### src/rtl/data_array_access_ctrl_pkg.sv
// data_array_access_ctrl_pkg: shared widths and row types for the data array controller
package data_array_access_ctrl_pkg;
  localparam int ADDR_W = 9;
  localparam int LANES = 16;
  localparam int LANE_W = 8;
  localparam int ROW_W = LANES * LANE_W;
  localparam int STARVE_MAX = 4;
  localparam int RSP_DEPTH = 2;
  typedef logic [LANES-1:0][LANE_W-1:0] row_t;
  typedef logic [ROW_W-1:0] row_bits_t;
  typedef logic [ADDR_W-1:0] addr_t;
  typedef logic [LANES-1:0] mask_t;
endpackage

### src/rtl/data_array_access_ctrl_if.sv
// data_array_access_ctrl_if: request, response and array-side signals of the data array controller
interface data_array_access_ctrl_if;
  import data_array_access_ctrl_pkg::*;
  logic wr_valid;
  logic wr_ready;
  addr_t wr_addr;
  row_t wr_data;
  mask_t wr_mask;
  logic rd_valid;
  logic rd_ready;
  addr_t rd_addr;
  logic rsp_valid;
  logic rsp_ready;
  row_t rsp_data;
  logic sram_en;
  logic sram_wmode;
  addr_t sram_addr;
  row_t sram_wdata;
  mask_t sram_wmask;
  row_t sram_rdata;
  modport master (
    output wr_valid, wr_addr, wr_data, wr_mask, rd_valid, rd_addr, rsp_ready, sram_rdata,
    input wr_ready, rd_ready, rsp_valid, rsp_data, sram_en, sram_wmode, sram_addr, sram_wdata, sram_wmask
  );
  modport slave (
    input wr_valid, wr_addr, wr_data, wr_mask, rd_valid, rd_addr, rsp_ready, sram_rdata,
    output wr_ready, rd_ready, rsp_valid, rsp_data, sram_en, sram_wmode, sram_addr, sram_wdata, sram_wmask
  );
endinterface

### src/rtl/data_array_rsp_buf.sv
// data_array_rsp_buf: two-entry response FIFO with capture/pop and occupancy output
module data_array_rsp_buf
  import data_array_access_ctrl_pkg::*;
(
  input  logic       clock,
  input  logic       reset,
  input  logic       capture,
  input  row_t       cdata,
  input  logic       pop,
  output logic [1:0] occ,
  output logic       rsp_valid,
  output row_t       rsp_data
);
  row_t mem [RSP_DEPTH];
  logic head;
  logic tail;
  logic take;
  assign rsp_valid = occ != 2'd0;
  assign rsp_data = mem[head];
  assign take = pop && rsp_valid;
  always_ff @(posedge clock) begin
    if (reset) begin
      mem <= '{default: '0};
      head <= 1'b0;
      tail <= 1'b0;
      occ <= 2'd0;
    end else begin
      if (capture) begin
        mem[tail] <= cdata;
        tail <= ~tail;
      end
      if (take) head <= ~head;
      occ <= occ + {1'b0, capture} - {1'b0, take};
      assert (!capture || take || occ != 2'd2);
    end
  end
endmodule

### src/rtl/data_array_access_ctrl.sv
// data_array_access_ctrl: arbitrates write/read requests onto the single-port data array and buffers read responses
module data_array_access_ctrl
  import data_array_access_ctrl_pkg::*;
(
  input logic clock,
  input logic reset,
  data_array_access_ctrl_if.slave bus
);
  logic [2:0] starve_cnt;
  logic [1:0] occ;
  logic inflight;
  logic rd_ok;
  logic starve_force;
  logic wr_gnt;
  logic rd_gnt;
  assign rd_ok = (occ + {1'b0, inflight}) < 2'd2;
  assign starve_force = starve_cnt == 3'(STARVE_MAX);
  assign bus.wr_ready = !reset && !(starve_force && bus.rd_valid && rd_ok);
  assign wr_gnt = bus.wr_valid && bus.wr_ready;
  assign bus.rd_ready = !reset && rd_ok && !wr_gnt;
  assign rd_gnt = bus.rd_valid && bus.rd_ready;
  always_comb begin
    bus.sram_en = wr_gnt || rd_gnt;
    bus.sram_wmode = wr_gnt;
    bus.sram_addr = wr_gnt ? bus.wr_addr : rd_gnt ? bus.rd_addr : '0;
    bus.sram_wdata = wr_gnt ? bus.wr_data : '0;
    bus.sram_wmask = wr_gnt ? bus.wr_mask : '0;
  end
  always_ff @(posedge clock) begin
    inflight <= !reset && rd_gnt;
    starve_cnt <= (reset || rd_gnt || !bus.rd_valid) ? 3'd0 :
                  (wr_gnt && rd_ok) ? starve_cnt + 3'd1 : starve_cnt;
  end
  data_array_rsp_buf u_rsp_buf (
    .clock(clock),
    .reset(reset),
    .capture(inflight),
    .cdata(bus.sram_rdata),
    .pop(bus.rsp_ready),
    .occ(occ),
    .rsp_valid(bus.rsp_valid),
    .rsp_data(bus.rsp_data)
  );
endmodule

### src/flat_wrapper.sv
// flat-port wrapper written by rule: the top's interface ports become plain ports
module data_array_access_ctrl_flat import data_array_access_ctrl_pkg::*;
  (clock, reset, bus_wr_valid, bus_wr_addr, bus_wr_data, bus_wr_mask, bus_rd_valid, bus_rd_addr, bus_rsp_ready, bus_sram_rdata, bus_wr_ready, bus_rd_ready, bus_rsp_valid, bus_rsp_data, bus_sram_en, bus_sram_wmode, bus_sram_addr, bus_sram_wdata, bus_sram_wmask);
  data_array_access_ctrl_if bus_i ();
  input logic clock;
  input logic reset;
  input wire logic [$bits(bus_i.wr_valid)-1:0] bus_wr_valid;
  input wire logic [$bits(bus_i.wr_addr)-1:0] bus_wr_addr;
  input wire logic [$bits(bus_i.wr_data)-1:0] bus_wr_data;
  input wire logic [$bits(bus_i.wr_mask)-1:0] bus_wr_mask;
  input wire logic [$bits(bus_i.rd_valid)-1:0] bus_rd_valid;
  input wire logic [$bits(bus_i.rd_addr)-1:0] bus_rd_addr;
  input wire logic [$bits(bus_i.rsp_ready)-1:0] bus_rsp_ready;
  input wire logic [$bits(bus_i.sram_rdata)-1:0] bus_sram_rdata;
  output wire logic [$bits(bus_i.wr_ready)-1:0] bus_wr_ready;
  output wire logic [$bits(bus_i.rd_ready)-1:0] bus_rd_ready;
  output wire logic [$bits(bus_i.rsp_valid)-1:0] bus_rsp_valid;
  output wire logic [$bits(bus_i.rsp_data)-1:0] bus_rsp_data;
  output wire logic [$bits(bus_i.sram_en)-1:0] bus_sram_en;
  output wire logic [$bits(bus_i.sram_wmode)-1:0] bus_sram_wmode;
  output wire logic [$bits(bus_i.sram_addr)-1:0] bus_sram_addr;
  output wire logic [$bits(bus_i.sram_wdata)-1:0] bus_sram_wdata;
  output wire logic [$bits(bus_i.sram_wmask)-1:0] bus_sram_wmask;
  assign bus_i.wr_valid = bus_wr_valid;
  assign bus_i.wr_addr = bus_wr_addr;
  assign bus_i.wr_data = bus_wr_data;
  assign bus_i.wr_mask = bus_wr_mask;
  assign bus_i.rd_valid = bus_rd_valid;
  assign bus_i.rd_addr = bus_rd_addr;
  assign bus_i.rsp_ready = bus_rsp_ready;
  assign bus_i.sram_rdata = bus_sram_rdata;
  assign bus_wr_ready = bus_i.wr_ready;
  assign bus_rd_ready = bus_i.rd_ready;
  assign bus_rsp_valid = bus_i.rsp_valid;
  assign bus_rsp_data = bus_i.rsp_data;
  assign bus_sram_en = bus_i.sram_en;
  assign bus_sram_wmode = bus_i.sram_wmode;
  assign bus_sram_addr = bus_i.sram_addr;
  assign bus_sram_wdata = bus_i.sram_wdata;
  assign bus_sram_wmask = bus_i.sram_wmask;
  data_array_access_ctrl u_core (.clock(clock), .reset(reset), .bus(bus_i));
endmodule
### config.mk
export PLATFORM = sky130hd
export DESIGN_NAME = data_array_access_ctrl_flat
export DESIGN_NICKNAME = d
export VERILOG_FILES = /design/src/rtl/data_array_access_ctrl_pkg.sv /design/src/rtl/data_array_access_ctrl_if.sv /design/src/rtl/data_array_rsp_buf.sv /design/src/rtl/data_array_access_ctrl.sv /design/src/flat_wrapper.sv
export SDC_FILE = /design/constraint.sdc
export NUM_CORES = 1
export LEC_CHECK = 0
export BUFFER_PORTS_ARGS = -buffer_cell sky130_fd_sc_hd__buf_2
export CAP_MARGIN = 10
export CORE_AREA = 2 2 227 229
export DETAILED_ROUTE_END_ITERATION = 7
export DIE_AREA = 0 0 229 231
export HOLD_SLACK_MARGIN = 0.12
export PLACE_DENSITY = 0.55
export SLEW_MARGIN = 20
export SYNTH_ARGS = -nofsm -noshare
export SYNTH_HDL_FRONTEND = slang
export SYNTH_SLANG_ARGS = --single-unit
### constraint.sdc
create_clock -name clock -period 2.2 [get_ports clock]
set_input_delay 0.44 -clock clock [delete_from_list [all_inputs] [get_ports clock]]
set_output_delay 0.44 -clock clock [all_outputs]
set_load 0.05 [all_outputs]
==> Word level (Yosys, flattened, before mapping) <==
Cells that the tools add are included.
W data, S select, Z words.
{ "word_totals": {"ff_bits": 264, "in_bits": 295, "output_inout_bits": 286} }
{ "op_classes": {"addsub": 3, "magnitude_cmp": 4, "eq_ne": 1, "mux": 10, "bitwise": 4, "reduce_logical": 19} }
{ "ops": {"columns": ["operator", "count"], "rows": [
  ["$mux W128", 5],
  ["$bwmux W256", 1],
  ["$demux W128 S1", 1],
  ["$mux W9", 2],
  ["$mux W16", 1],
  ["$logic_and A1 B1 Y1", 11],
  ["$ge A2 B2 Y1 const B", 2],
  ["$logic_not A1 Y1", 4],
  ["$not A1 Y2", 2],
  ["$add A3 B1 Y3 const B", 1],
  ["$eq A3 B3 Y1 const B", 1],
  ["$logic_or A1 B1 Y1", 3],
  ["$add A2 B1 Y2", 1],
  ["$lt A2 B1 Y1 const B", 1],
  ["$lt A2 B2 Y1 const B", 1],
  ["$not A1 Y1", 2],
  ["$reduce_bool A2 Y1", 1],
  ["$sub A2 B1 Y2", 1]
]} }

==> Logic depth before layout (Yosys ltp) <==
Gate-level depths: netlist of run 1.
{ "logic_depth": {"word_depth": 11, "mapped_depth": 7, "mapped_depth_nobuf": 5} }

==> By module <==
From an unflattened synthesis of run 1, not the netlist that was laid out.
{ "hier_totals": {"hier_cells": 1477, "hier_area_um2": 11861.4} }
{ "by_module_without_submodules": {"columns": ["mod", "instances", "cells_each", "area_per_inst_um2"], "rows": [
  ["data_array_rsp_buf", 1, 1274, 10480.1],
  ["data_array_access_ctrl", 1, 203, 1381.3]
]} }

==> Least setup slack after synthesis of run 1 <==
OpenSTA, ideal clock, no wires.
{ "synth_timing": {"path_type": "register to output", "startpoint": "register u_core.inflight", "endpoint": "output port bus_sram_addr[0]", "arrival_time_ns": 2.500, "setup_slack_ns": -0.740, "path_stages_with_launch": 7, "n_path_buf": 2, "cell_sequence": "dfxtp_1 > ha_1 > xor2_2 > o21a_2 > buf_4 > buf_4 > o21ai_0"} }
{ "synth_between": {"elab_chain_cells": 11, "word_cells_on_any_way": 12, "classes_between": "add/sub (1); order compare (1); mux (2); reduce/logical (8)"} }
{ "synth_lines": {"columns": ["item", "line", "source"], "rows": [
  ["from (decl)", "data_array_access_ctrl.sv:11", "logic inflight;"],
  ["from (signal assigned)", "data_array_access_ctrl.sv:30", "inflight <= !reset && rd_gnt;"],
  ["$add A2 B1 Y2 (*)", "data_array_access_ctrl.sv:16", "assign rd_ok = (occ + {1'b0, inflight}) < 2'd2;"],
  ["$lt A2 B2 Y1 (*)", "data_array_access_ctrl.sv:16", null],
  ["$logic_and A1 B1 Y1 (*)", "data_array_access_ctrl.sv:18", "assign bus.wr_ready = !reset && !(starve_force && bus.rd_valid && rd_ok);"],
  ["$logic_not A1 Y1 (*)", "data_array_access_ctrl.sv:18", null],
  ["$logic_and A1 B1 Y1 (*)", "data_array_access_ctrl.sv:18", null],
  ["$logic_and A1 B1 Y1 (*)", "data_array_access_ctrl.sv:19", "assign wr_gnt = bus.wr_valid && bus.wr_ready;"],
  ["net bus_sram_wmode", "flat_wrapper.sv:20", "output wire logic [$bits(bus_i.sram_wmode)-1:0] bus_sram_wmode;"],
  ["$logic_not A1 Y1", "data_array_access_ctrl.sv:20", "assign bus.rd_ready = !reset && rd_ok && !wr_gnt;"],
  ["$logic_and A1 B1 Y1", "data_array_access_ctrl.sv:20", null],
  ["$logic_and A1 B1 Y1", "data_array_access_ctrl.sv:21", "assign rd_gnt = bus.rd_valid && bus.rd_ready;"],
  ["$mux W9", "data_array_access_ctrl.sv:25", "bus.sram_addr = wr_gnt ? bus.wr_addr : rd_gnt ? bus.rd_addr : '0;"],
  ["$mux W9 (*)", "data_array_access_ctrl.sv:25", null],
  ["to (decl)", "flat_wrapper.sv:21", "output wire logic [$bits(bus_i.sram_addr)-1:0] bus_sram_addr;"]
]} }
Mark *: on every way through the listed nets, which the timed path passes. The rest lies on a longest branch.

==> Final worst setup path of run 1 <==
{ "layout_timing": {"startpoint": "register u_core.inflight", "endpoint": "output port bus_sram_wdata[79]"} }
{ "layout_between": {"elab_chain_cells": 7} }
{ "layout_lines": {"columns": ["item", "line", "source"], "rows": [
  ["$add A2 B1 Y2", "data_array_access_ctrl.sv:16", null],
  ["$lt A2 B2 Y1", "data_array_access_ctrl.sv:16", null],
  ["$logic_and A1 B1 Y1", "data_array_access_ctrl.sv:18", null],
  ["$logic_not A1 Y1", "data_array_access_ctrl.sv:18", null],
  ["$logic_and A1 B1 Y1", "data_array_access_ctrl.sv:18", null],
  ["$logic_and A1 B1 Y1", "data_array_access_ctrl.sv:19", null],
  ["$mux W128", "data_array_access_ctrl.sv:26", "bus.sram_wdata = wr_gnt ? bus.wr_data : '0;"],
  ["to (decl)", "flat_wrapper.sv:22", "output wire logic [$bits(bus_i.sram_wdata)-1:0] bus_sram_wdata;"]
]} }
Every way passes these cells.

==> results of run 1 <==
[cells in the final DEF, fill, tap and decap left out, types with 2 or more instances in the layout]
master / synthesis / layout
nand2_1: 517 / 516
buf_2: 39 / 294
dfxtp_1: 264 / 261
a21oi_1: 259 / 259
buf_6: 11 / 131
dlygate4sd3_1: 0 / 117
mux2_4: 0 / 109
buf_8: 0 / 104
and2_4: 0 / 88
buf_12: 0 / 72
and2_1: 145 / 57
buf_4: 5 / 56
clkbuf_16: 0 / 41
mux2_2: 128 / 19
diode_2: 0 / 13
nand3_1: 10 / 9
o211ai_1: 9 / 9
clkbuf_8: 0 / 7
bufinv_16: 0 / 7
nor2_1: 6 / 5
o21ai_2: 0 / 5
clkinv_2: 0 / 5
o21ai_4: 0 / 4
clkbuf_1: 53 / 4
xnor2_1: 3 / 3
buf_16: 0 / 3
inv_1: 3 / 2
nand2b_4: 0 / 2
nand4_1: 2 / 2
nand2b_1: 4 / 2
nand4b_1: 2 / 2
nor2b_1: 3 / 2
ha_1: 4 / 2
dfxtp_2: 0 / 2
[metrics by stage]
stage | hold slack, ns | area [um2] | utilization, %
global route | 0.1217 | 21910 | 43.23
finish | 0.1485 | 21940 | 43.29
CTS | 0.1218 | 19330 | 38.15
floorplan | 0.4329 | 11890 | -
global placement | 0.4376 | 16440 | 32.45
detailed placement | 0.4428 | 16440 | 32.45
[Yosys cell counts]
master    number  area share (%)
mux2_2       128              12
o211ai_1       9            0.57
a211oi_1       1           0.063
buf_2         39             1.6
o21a_1         1           0.063
buf_1         13            0.41
o21ai_0        9            0.38
nand2b_1       4            0.21
o21a_2         1           0.074
a31oi_1        1           0.053
inv_1          3           0.095
xor2_2         1            0.14
nand3_1       10            0.42
or2_2          1           0.053
a21oi_1      259              11
nand4b_1       2            0.15
nor2b_1        3            0.16
xnor2_1        3            0.22
nand2_1      517              16
and2_1       145             7.6
clkbuf_1      53             1.7
dfxtp_1      264              45
nand4_1        2            0.11
ha_1           4            0.42
buf_6         11             1.0
buf_4          5            0.32
nor2_1         6            0.19
[worst min-delay path by stage]
stage | from | endpoint | slack [ns] | cells after the start
final | bus_sram_rdata[77] | u_core.u_rsp_buf.mem[205]$_SDFFE_PP0P_ | 0.15 | 3
after global routing | bus_sram_rdata[46] | u_core.u_rsp_buf.mem[174]$_SDFFE_PP0P_ | 0.12 | 3
after CTS | bus_sram_rdata[77] | u_core.u_rsp_buf.mem[77]$_SDFFE_PP0P_ | 0.12 | 3
after detailed placement | u_core.u_rsp_buf.mem[56]$_SDFFE_PP0P_ | u_core.u_rsp_buf.mem[56]$_SDFFE_PP0P_ | 0.44 | 2
after global placement | u_core.u_rsp_buf.mem[95]$_SDFFE_PP0P_ | u_core.u_rsp_buf.mem[95]$_SDFFE_PP0P_ | 0.44 | 2
after floorplan | u_core.u_rsp_buf.mem[0]$_SDFFE_PP0P_ | u_core.u_rsp_buf.mem[0]$_SDFFE_PP0P_ | 0.43 | 2
[worst max-delay path, delay by kind of cell, from the launching register on]
| family | cells | cell delay [ns] |
|---|---|---|
| buffers and inverters | 3 | 0.54 |
| AO/OA/AOI/OAI | 1 | 0.19 |
| XOR/XNOR | 1 | 0.21 |
| adder cells (fa/ha/maj) | 1 | 0.17 |
| flip-flops | 1 | 0.34 |
| AND/OR/NAND/NOR | 1 | 0.20 |
[metal layers]
metal / global-route usage, % / part of all wire [%] / vias to the layer above
li1: - / - / 6274
met1: 28.21 / 43 / 6587
met2: 33.96 / 46 / 660
met3: 6.732 / 8.6 / 124
met4: 4.667 / 2.6 / 12
met5: 0 / 0.12 / -
[cells by family (layout without fill, tap and decap cells)]
| group | count (synthesis) | count (layout) | synth area share [%] |
|---|---|---|---|
| AO/OA/AOI/OAI | 281 | 281 | 12.12 |
| buffers and inverters | 124 | 846 | 5.184 |
| XOR/XNOR | 4 | 4 | 0.3583 |
| multiplexers | 128 | 128 | 12.14 |
| AND/OR/NAND/NOR | 690 | 690 | 25.27 |
| flip-flops | 264 | 264 | 44.51 |
| other | 0 | 13 | 0 |
| adder cells (fa/ha/maj) | 4 | 4 | 0.4215 |
[state kept, by name, summed over array words and instances (netlist names)]
name                   count
u_core.u_rsp_buf.tail      1
u_core.u_rsp_buf.occ       2
u_core.inflight            1
u_core.u_rsp_buf.mem     256
u_core.u_rsp_buf.head      1
u_core.starve_cnt          3
[cell type report]
class                           instances  share of cell area [%]
Inverter                                3                 0.05133
Clock inverter                         14                   1.152
Timing Repair Buffer                  788                   35.96
Antenna cell                           13                  0.1483
Tap cell                              680                   3.878
Clock buffer                           41                   3.981
Multi-Input combinational cell       1107                   30.71
Sequential cell                       264                   24.12
[what timing repair did]
action | 4_1_cts | 5_1_grt
cloned | 0 | 16
gates resized for setup | 200 | 765
endpoints found under the setup margin | 285 | 285
endpoints found under the hold margin | 217 | 0
buffers inserted | 0 | 10
hold buffers | 117 | 0
pin swaps | 0 | 6
[power breakdown]
part | total [mW] | switching (mW) | internal [mW]
logic | 7.03 | 3.89 | 3.14
clock network | 5.65 | 2.06 | 3.58
registers | 5.26 | 0.186 | 5.08
total | 17.9 | 6.14 | 11.8
==> run metrics, run 1 <==
Die Ht=231 um; core region area=0.05068 mm2; WL/cell=22.05 um; setup_tns=-66.63 ns; # DRC=0; GRT Resource Usage Total=21.34%; largest net degree at the start of global routing=80; Seq. cell area=0.005291 mm2; total gr overflow=0; CP Capture Type=primary output; Layout Nets=2493; final max-slew violation count=0; CTS Buffer Depth=3; DR vias/cell=4.693; total power=17.94 mW; Worst-Margin Slew=0.6282 ns; full die area=0.05290 mm2; Min-Delay Path Class=in -> reg; DR pass1 iterations=5; number of global-route vias before repair=12870; initial DRC count=916; final cell count without fillers=2910; CP Data Arrival Time=2.23 ns; flop-to-flop setup slack=0.47 ns; sequential cell area fraction in the yosys report=44.51%; P_leak=9.119 nW; outcome=complete, but fails checks; VDD IR max=0.5592 mV; Yosys cell types=27; clk_lat worst skew=0.57 ns; HPWL after detailed placement=45160 um; final worst-path cycle share=121.4%; htree depth=1; clock-pin slew on the worst setup and hold paths=0.06 ns; unrepaired setup endpoints after global routing=true; Startpoint Class=flop; slowest CP cell=dfxtp_2; Max FO, Critical Path=14; WS Path Type=reg -> out; Routed WL=64170 um; CTS tree=yes; DP Worst Slack=-0.01226 ns; Worst slew margin=58.12%; max cap viols=0; worst r2r src=u_core.inflight$_DFF_P_; final setup fails=264; post-synthesis register bit count=264; Multi-input gate area=0.006738 mm2; FF-to-FF path depth=5; Filler cells=4800; Syn Area/Cell=7.942 um2; Syn Nets=1794; CTS buffer count=30; Die Wd=229 um; clk sinks=264; fmax=374.5 MHz; fraction of layout cells with a size suffix above 1=43.44%; port bufs=580; Worst setup startpoint=u_core.inflight$_DFF_P_; antenna violations before repair=25; post-route ant nets=0; # rows=83; Final WS setup=-0.4699 ns; min cycle time layout=2.670 ns; final hold violations=0; first-pass GRT wire length=84520 um; Clock Skew=0.02247 ns; failing checks=negative setup slack; Syn-to-layout area delta=84.75%; synthesis warning total=0; Starting Density=23.43%; Cell Pwr Density=817.6 mW/mm2; Synth Instances=1495; CP max stage delay=0.34 ns; I/O pin count=581; GP Congestion=1.121; Critical Path, Cell by Cell=ha_4, xor2_2, o21a_4, buf_12, clkbuf_16, and2_1, buf_6; CTS root buf=clkbuf_16; Critical Path RT=1.76 ns; via count=13660; synthesized cell area=0.01187 mm2; cell count after placement=2699; crit path to=bus_sram_wdata[79]; Critical R2R Capture=u_core.u_rsp_buf.mem[85]$_SDFFE_PP0P_
Power figures use the tool's default switching activity.
==> inputs of run 2 (changes only) <==
ABC_AREA = 1   (was not set)
CORE_AREA = 2 2 224 226   (was 2 2 227 229)
DIE_AREA = 0 0 226 228   (was 0 0 229 231)
PLACE_DENSITY = 0.58   (was 0.55)
==> run 2 against run 1 <==
Against the previous run: synthesized cell count increased by 28%; the run still ends with negative setup slack left; maximum frequency rose by 1.7%; critical path type unchanged; register-to-register slack got worse by 0.09 ns; sequential share of layout area is 1.8 points lower; count of clock-buffer cells in the layout is 1 higher.
==> run metrics, run 2 <==
Sw Pwr=7.488 mW (+22%); Worst slew margin=3.973% (-54 points); port bufs=580 (unchanged); Regs by FF count=u_core.u_rsp_buf.mem x256, u_core.starve_cnt x3, u_core.u_rsp_buf.occ x2; CTS buffer count=30 (unchanged); final max-slew violation count=0 (unchanged); final hold violations=0 (unchanged); Layout Nets=2958 (+19%); clk sinks=264 (unchanged); WL/cell=20.37 um (-7.6%); Sw Ratio=38.96% (+4.7 points); WS Path Type=reg -> out; antenna violations before repair=29 (+16%); clock power share=26.2% (-5.3 points); synthesis warning total=0 (unchanged); area post-placement=0.01709 mm2 (+3.9%); CP Capture Type=primary output; top_reg_cell synth=dfxtp_1; Syn Nets=2220 (+24%); largest net degree at the start of global routing=241 (+200%); Comb pwr share=45.2% (+6.0 points); final worst-path cycle share=119.3% (-2.0 points); DR vias/cell=4.667 (-0.55%); I/O pin count=581 (unchanged); largest register by flop count=u_core.u_rsp_buf.mem; top cells by area, synth=dfxtp_1 41%, nor2_1 16%, nand2_1 12%; min cycle time layout=2.625 ns (-0.04463 ns); htree depth=1 (unchanged); number of global-route vias before repair=15040 (+17%); VDD IR max=0.7095 mV (+27%); outcome=complete, but fails checks; clock-pin slew on the worst setup and hold paths=0.06 ns (about the same); Worst-Margin Slew=1.440 ns (+0.8122 ns); unrepaired setup endpoints after global routing=true; Die Wd=226 um (-1.3%); CP Data Arrival Time=2.19 ns (-0.04 ns); post-route ant nets=0 (unchanged); CTS tree=yes; Post-synth EDFFs=0 (unchanged); P_leak=11.55 nW (+27%); post-synthesis register bit count=264 (unchanged); GP Congestion=0.9431 (-16%); core region area=0.04935 mm2 (-2.6%); Synth area leader=dfxtp_1; fraction of layout cells with a size suffix above 1=40.59% (-2.8 points); GRT Resource Usage Total=23.68% (+2.3 points); max cap viols=0 (unchanged); failing checks=negative setup slack; sequential power share=28.5% (-0.8 points); Yosys cell types=30 (+11%); Cell Pwr Density=808.7 mW/mm2 (-1.1%); commonest non-fill, non-tap cells in the layout=520 x nor2_1, 341 x buf_2, 260 x dfxtp_1; Final WS setup=-0.4253 ns (+0.04463 ns); # DRC=0 (unchanged); Startpoint Class=flop; Syn-to-layout area delta=83.62%; most frequent cells after synthesis=555 x nor2_1, 410 x nand2_1, 264 x dfxtp_1; HPWL after detailed placement=41380 um (-8.4%); # rows=82 (-1.2%); asr flop ratio synth=0% (unchanged); CTS Buffer Depth=3 (unchanged); total power=19.22 mW (+7.2%); Synth Instances=1921 (+28%); total gr overflow=0 (unchanged); Starting Density=26.23% (+2.8 points); setup_tns=-62.67 ns (+3.963 ns); first-pass GRT wire length=92580 um (+9.5%); fmax=380.9 MHz (+1.7%); final setup fails=276 (+4.5%); Clock Skew=0.03225 ns (+0.009780 ns); sequential cell area fraction in the yosys report=40.84% (-3.7 points); CTS root buf=clkbuf_16; Core Util, Final=48.16% (+4.9 points); commonest non-fill, non-tap cell in the layout=nor2_1; DR pass1 iterations=5 (unchanged); Routed WL=68740 um (+7.1%); Pint=11.73 mW (-0.58%); initial DRC count=1257 (+37%); Die Ht=228 um (-1.3%); Min-Delay Path Class=in -> reg; Max FO, Critical Path=9 (-5); via count=15750 (+15%); Critical Path RT=1.76 ns (about the same); Syn Area/Cell=6.737 um2 (-15%); synthesized cell area=0.01294 mm2 (+9.0%); full die area=0.05153 mm2 (-2.6%); cell with the most instances after synthesis=nor2_1; top cell type's share of synthesized area=40.84% (-3.7 points); fin area=0.02377 mm2 (+8.3%); clk_lat worst skew=0.59 ns (+0.02 ns); max reg flops=256 (unchanged)
[run 2: kinds of logic after synthesis]
| group | synth area share, % |
|---|---|
| xor gates and xnor gates | 0.1354 |
| and+or+nand+nor | 37.91 |
| AOI/OAI and AO/OA | 10.15 |
| adders and majority gates | 0.3867 |
| buffers and inverters | 10.59 |
| DFF | 40.84 |
[run 2: critical path, stage by stage (launching register included)]
cell and delay, ns:
dfxtp_2 0.36, ha_4 0.15, inv_2 0.03, nand2_2 0.07
nand2_4 0.08, nand2_4 0.08, nand3_4 0.13, buf_12 0.19
buf_4 0.18, nor2_2 0.13, buf_6 0.18
[run 2: metal layers]
| layer | up-vias | global-route usage [%] | wire length [um] |
|---|---|---|---|
| met3 | 147 | 4.134 | 4478 |
| met1 | 7523 | 27.44 | 26390 |
| met2 | 745 | 41.55 | 33900 |
| met5 | - | 0 | 12 |
| met4 | 2 | 12.07 | 3961 |
| li1 | 7331 | - | - |
[run 2: path summary, 6_finish.rpt]
kind,start,endpoint,slack (ns),cells past startpoint
worst max-delay path,u_core.u_rsp_buf.occ[0]$_SDFF_PP0_,bus_sram_wdata[127],-0.43,10
worst min-delay path,bus_sram_rdata[64],u_core.u_rsp_buf.mem[192]$_SDFFE_PP0P_,0.14,3
worst max register to register,u_core.inflight$_DFF_P_,u_core.u_rsp_buf.mem[166]$_SDFFE_PP0P_,0.38,8
worst min register to register,u_core.u_rsp_buf.mem[16]$_SDFFE_PP0P_,u_core.u_rsp_buf.mem[16]$_SDFFE_PP0P_,0.48,2
[run 2: area by class of cell]
type                            count  area (um2)
Inverter                          164       639.4
Antenna cell                       24       60.06
Fill cell                        4462       25580
Tap cell                          672       840.8
Timing Repair Buffer              835        8558
Clock buffer                       42       865.8
Sequential cell                   264        5293
Clock inverter                      9       106.4
Multi-Input combinational cell   1364        7402
[run 2: stage by stage]
stage,setup WS (ns),hold WS (ns),instances
after global routing,-0.4884,0.1288,3373
after CTS,-0.4461,0.1216,3322
after global placement,-0.1184,0.4625,3095
after floorplan,-0.06465,0.4554,1921
after detailed placement,-0.1028,0.4713,3095
final,-0.4253,0.1426,3374
[run 2: power by group through the flow]
stage	clock network (mW)	logic [mW]	registers, mW
global route	5.32	9.07	5.52
detailed placement	0	5.24	5.51
floorplan	0	3.55	5.45
global placement	0	5.20	5.49
CTS	5.14	7.57	5.44
finish	5.04	8.70	5.48
[run 2: timing repair]
| action | in CTS | in global routing |
|---|---|---|
| pin swaps | 43 | 39 |
| setup buffers | 30 | 20 |
| setup endpoints to repair | 285 | 285 |
| gates resized for setup | 602 | 351 |
| hold buffers | 124 | 0 |
| hold endpoints to repair | 191 | 0 |
| gates cloned | 23 | 14 |
==> inputs of run 3 (changes only) <==
--- a/config.mk
+++ b/config.mk
@@ -18,2 +18,3 @@
 export SYNTH_HDL_FRONTEND = slang
 export SYNTH_SLANG_ARGS = --single-unit
+export TNS_END_PERCENT = 1
==> constraint.sdc (replaced) <==
create_clock -name clock -period 2.2 [get_ports clock]
set_input_delay 0.44 -clock clock [delete_from_list [all_inputs] [get_ports clock]]
set_output_delay 0.44 -clock clock [all_outputs]
set_load 0.01 [all_outputs]
==> run 3 against run 2 <==
Against the previous run: largest cell class is now multi-input gates; count of clock-buffer cells in the layout is 2 lower; cell count is 1.8% lower; non-clock buffer count is 52 lower; critical path depth is 1 higher; global-route usage is 1.9 points lower; largest power group is now registers; sequential cell count stayed put; cell area is 15% lower; the flow still finishes with violations (negative setup slack); critical path type unchanged; core utilization is 7.3 points lower.
==> run metrics, run 3 (synthesis results as in run 2) <==
Critical Path RT=1.76 ns (about the same); clock-pin slew on the worst setup and hold paths=0.06 ns (about the same); core region area=0.04935 mm2 (unchanged); fraction of layout cells with a size suffix above 1=32.93% (-7.7 points); WL/cell=17.86 um (-12%); WS Path Type=reg -> out; CP max stage delay=0.36 ns (about the same); antenna violations before repair=22 (-24%); max reg flops=256 (unchanged); setup_tns=-58.38 ns (+4.290 ns); GP Congestion=0.9749 (+3.4%); final setup fails=280 (+1.4%); full die area=0.05153 mm2 (unchanged); final hold violations=0 (unchanged); via count=14910 (-5.4%); first-pass GRT wire length=86550 um (-6.5%); Regs by FF count=u_core.u_rsp_buf.mem x256, u_core.starve_cnt x3, u_core.u_rsp_buf.occ x2; total gr overflow=0 (unchanged); final worst-path cycle share=117.3% (-2.0 points); VDD IR max=0.6514 mV (-8.2%); commonest non-fill, non-tap cell in the layout=nor2_1; sequential power share=37.1% (+8.6 points); Seq. cell area=0.005294 mm2 (about the same); CTS buffer count=30 (unchanged); htree depth=1 (unchanged); CTS root buf=clkbuf_16; Layout Nets=2906 (-1.8%); Max FO, Critical Path=8 (-1); CTS tree=yes; min cycle time layout=2.581 ns (-0.04407 ns); Worst-Margin Slew=0.8316 ns (-0.6088 ns); Final WS setup=-0.3812 ns (+0.04407 ns); Filler cells=4942 (+11%); slowest CP cell=dfxtp_2; number of global-route vias before repair=14610 (-2.9%); # DRC=0 (unchanged); DP Worst Slack=0.1040 ns (+0.2069 ns); unrepaired setup endpoints after global routing=true; fin area=0.02018 mm2 (-15%); DR vias/cell=4.498 (-3.6%); fmax=387.4 MHz (+1.7%); DR pass1 iterations=5 (unchanged); initial DRC count=917 (-27%); largest net degree at the start of global routing=129 (-46%); Die Wd=226 um (unchanged); Die Ht=228 um (unchanged); CP top delay family=buffers and inverters; Sw Pwr=4.731 mW (-37%); clk_lat worst skew=0.57 ns (-0.02 ns); Worst slew margin=44.56% (+41 points); HPWL after detailed placement=41840 um (+1.1%); Critical Path, Cell by Cell=ha_4, inv_2, nand2_2, nand2_4, nand2_4, nand3_4, buf_12, buf_16, buf_12, nor2_4, buf_6; Routed WL=59180 um (-14%); Sw Ratio=32.33% (-6.6 points); final max-slew violation count=0 (unchanged); commonest non-fill, non-tap cells in the layout=537 x nor2_1, 463 x buf_2, 408 x nand2_1; Startpoint Class=flop; P_leak=10.21 nW (-12%); CTS Buffer Depth=3 (unchanged); clk sinks=264 (unchanged); I/O pin count=581 (unchanged); Pint=9.903 mW (-16%); Comb pwr share=27.7% (-18 points); Min-Delay Path Class=in -> reg; area post-placement=0.01668 mm2 (-2.4%); Clock Skew=0.01315 ns (-0.01909 ns); max cap viols=0 (unchanged); # rows=82 (unchanged); GRT Resource Usage Total=21.79% (-1.9 points); outcome=complete, but fails checks; failing checks=negative setup slack; Cell Pwr Density=725.3 mW/mm2 (-10%); clock power share=35.1% (+8.9 points); Crit path buffers/inverters=5 (+1); Multi-input gate area=0.006430 mm2 (-13%); Starting Density=26.23% (unchanged); CP Data Arrival Time=2.14 ns (-0.05 ns); CP Capture Type=primary output; total power=14.63 mW (-24%); Syn-to-layout area delta=55.90%; post-route ant nets=0 (unchanged); port bufs=580 (unchanged); largest register by flop count=u_core.u_rsp_buf.mem
-- run 3: worst paths after layout --
path | from | end | slack, ns | cells past startpoint
setup reg to reg | u_core.inflight$_DFF_P_ | u_core.u_rsp_buf.mem[129]$_SDFFE_PP0P_ | 0.39 | 7
hold reg to reg | u_core.u_rsp_buf.mem[101]$_SDFFE_PP0P_ | u_core.u_rsp_buf.mem[101]$_SDFFE_PP0P_ | 0.48 | 2
setup / recovery | u_core.inflight$_DFF_P_ | bus_sram_wdata[12] | -0.38 | 11
hold / removal | bus_sram_rdata[16] | u_core.u_rsp_buf.mem[144]$_SDFFE_PP0P_ | 0.15 | 3
-- run 3: layer usage --
metal / vias to the layer above / track usage (%) / share of wire [%]
met2: 561 / 38.99 / 50
met4: 4 / 11.38 / 5.4
met3: 114 / 4.315 / 6.4
met5: - / 0 / 0.044
met1: 7030 / 24.18 / 38
li1: 7196 / - / -
-- run 3: final cells by class --
type / count / area share [%]
multi-input combinational: 1364 / 31.87
timing repair buffer: 783 / 29.39
sequential: 264 / 26.24
clock buffer: 40 / 4.310
tap: 672 / 4.167
inverter: 164 / 3.132
clock inverter: 12 / 0.7069
antenna: 15 / 0.1860
-- run 3: power groups by stage --
stage / logic, mW / clock network, mW / registers (mW)
5_1_grt: 4.42 / 5.47 / 5.48
3_5_place_dp: 3.61 / 0 / 5.51
4_1_cts: 4.04 / 5.28 / 5.42
6_report: 4.06 / 5.14 / 5.43
2_1_floorplan: 2.03 / 0 / 5.45
3_3_place_gp: 3.56 / 0 / 5.49
-- run 3: stage by stage --
step	hold slack, ns	utilization, %	cells
2_1_floorplan	0.4554	-	1921
3_3_place_gp	0.4621	33.79	3101
3_5_place_dp	0.4724	33.79	3101
4_1_cts	0.1202	40.49	3298
5_1_grt	0.1388	40.88	3312
6_report	0.1463	40.89	3314
-- run 3: repair_timing --
item	4_1_cts	5_1_grt
gates cloned	6	2
hold endpoints to repair	173	0
pin swaps	15	4
hold buffers	126	0
setup endpoints to repair	282	282
buffers inserted	13	0
gates resized for setup	163	29
-- run 3: worst register-to-register path, delay by kind of cell, from the launching register on --
family,cells,cell delay [ns]
flops,1,0.36
buf+inv,4,0.49
simple gates,3,0.84
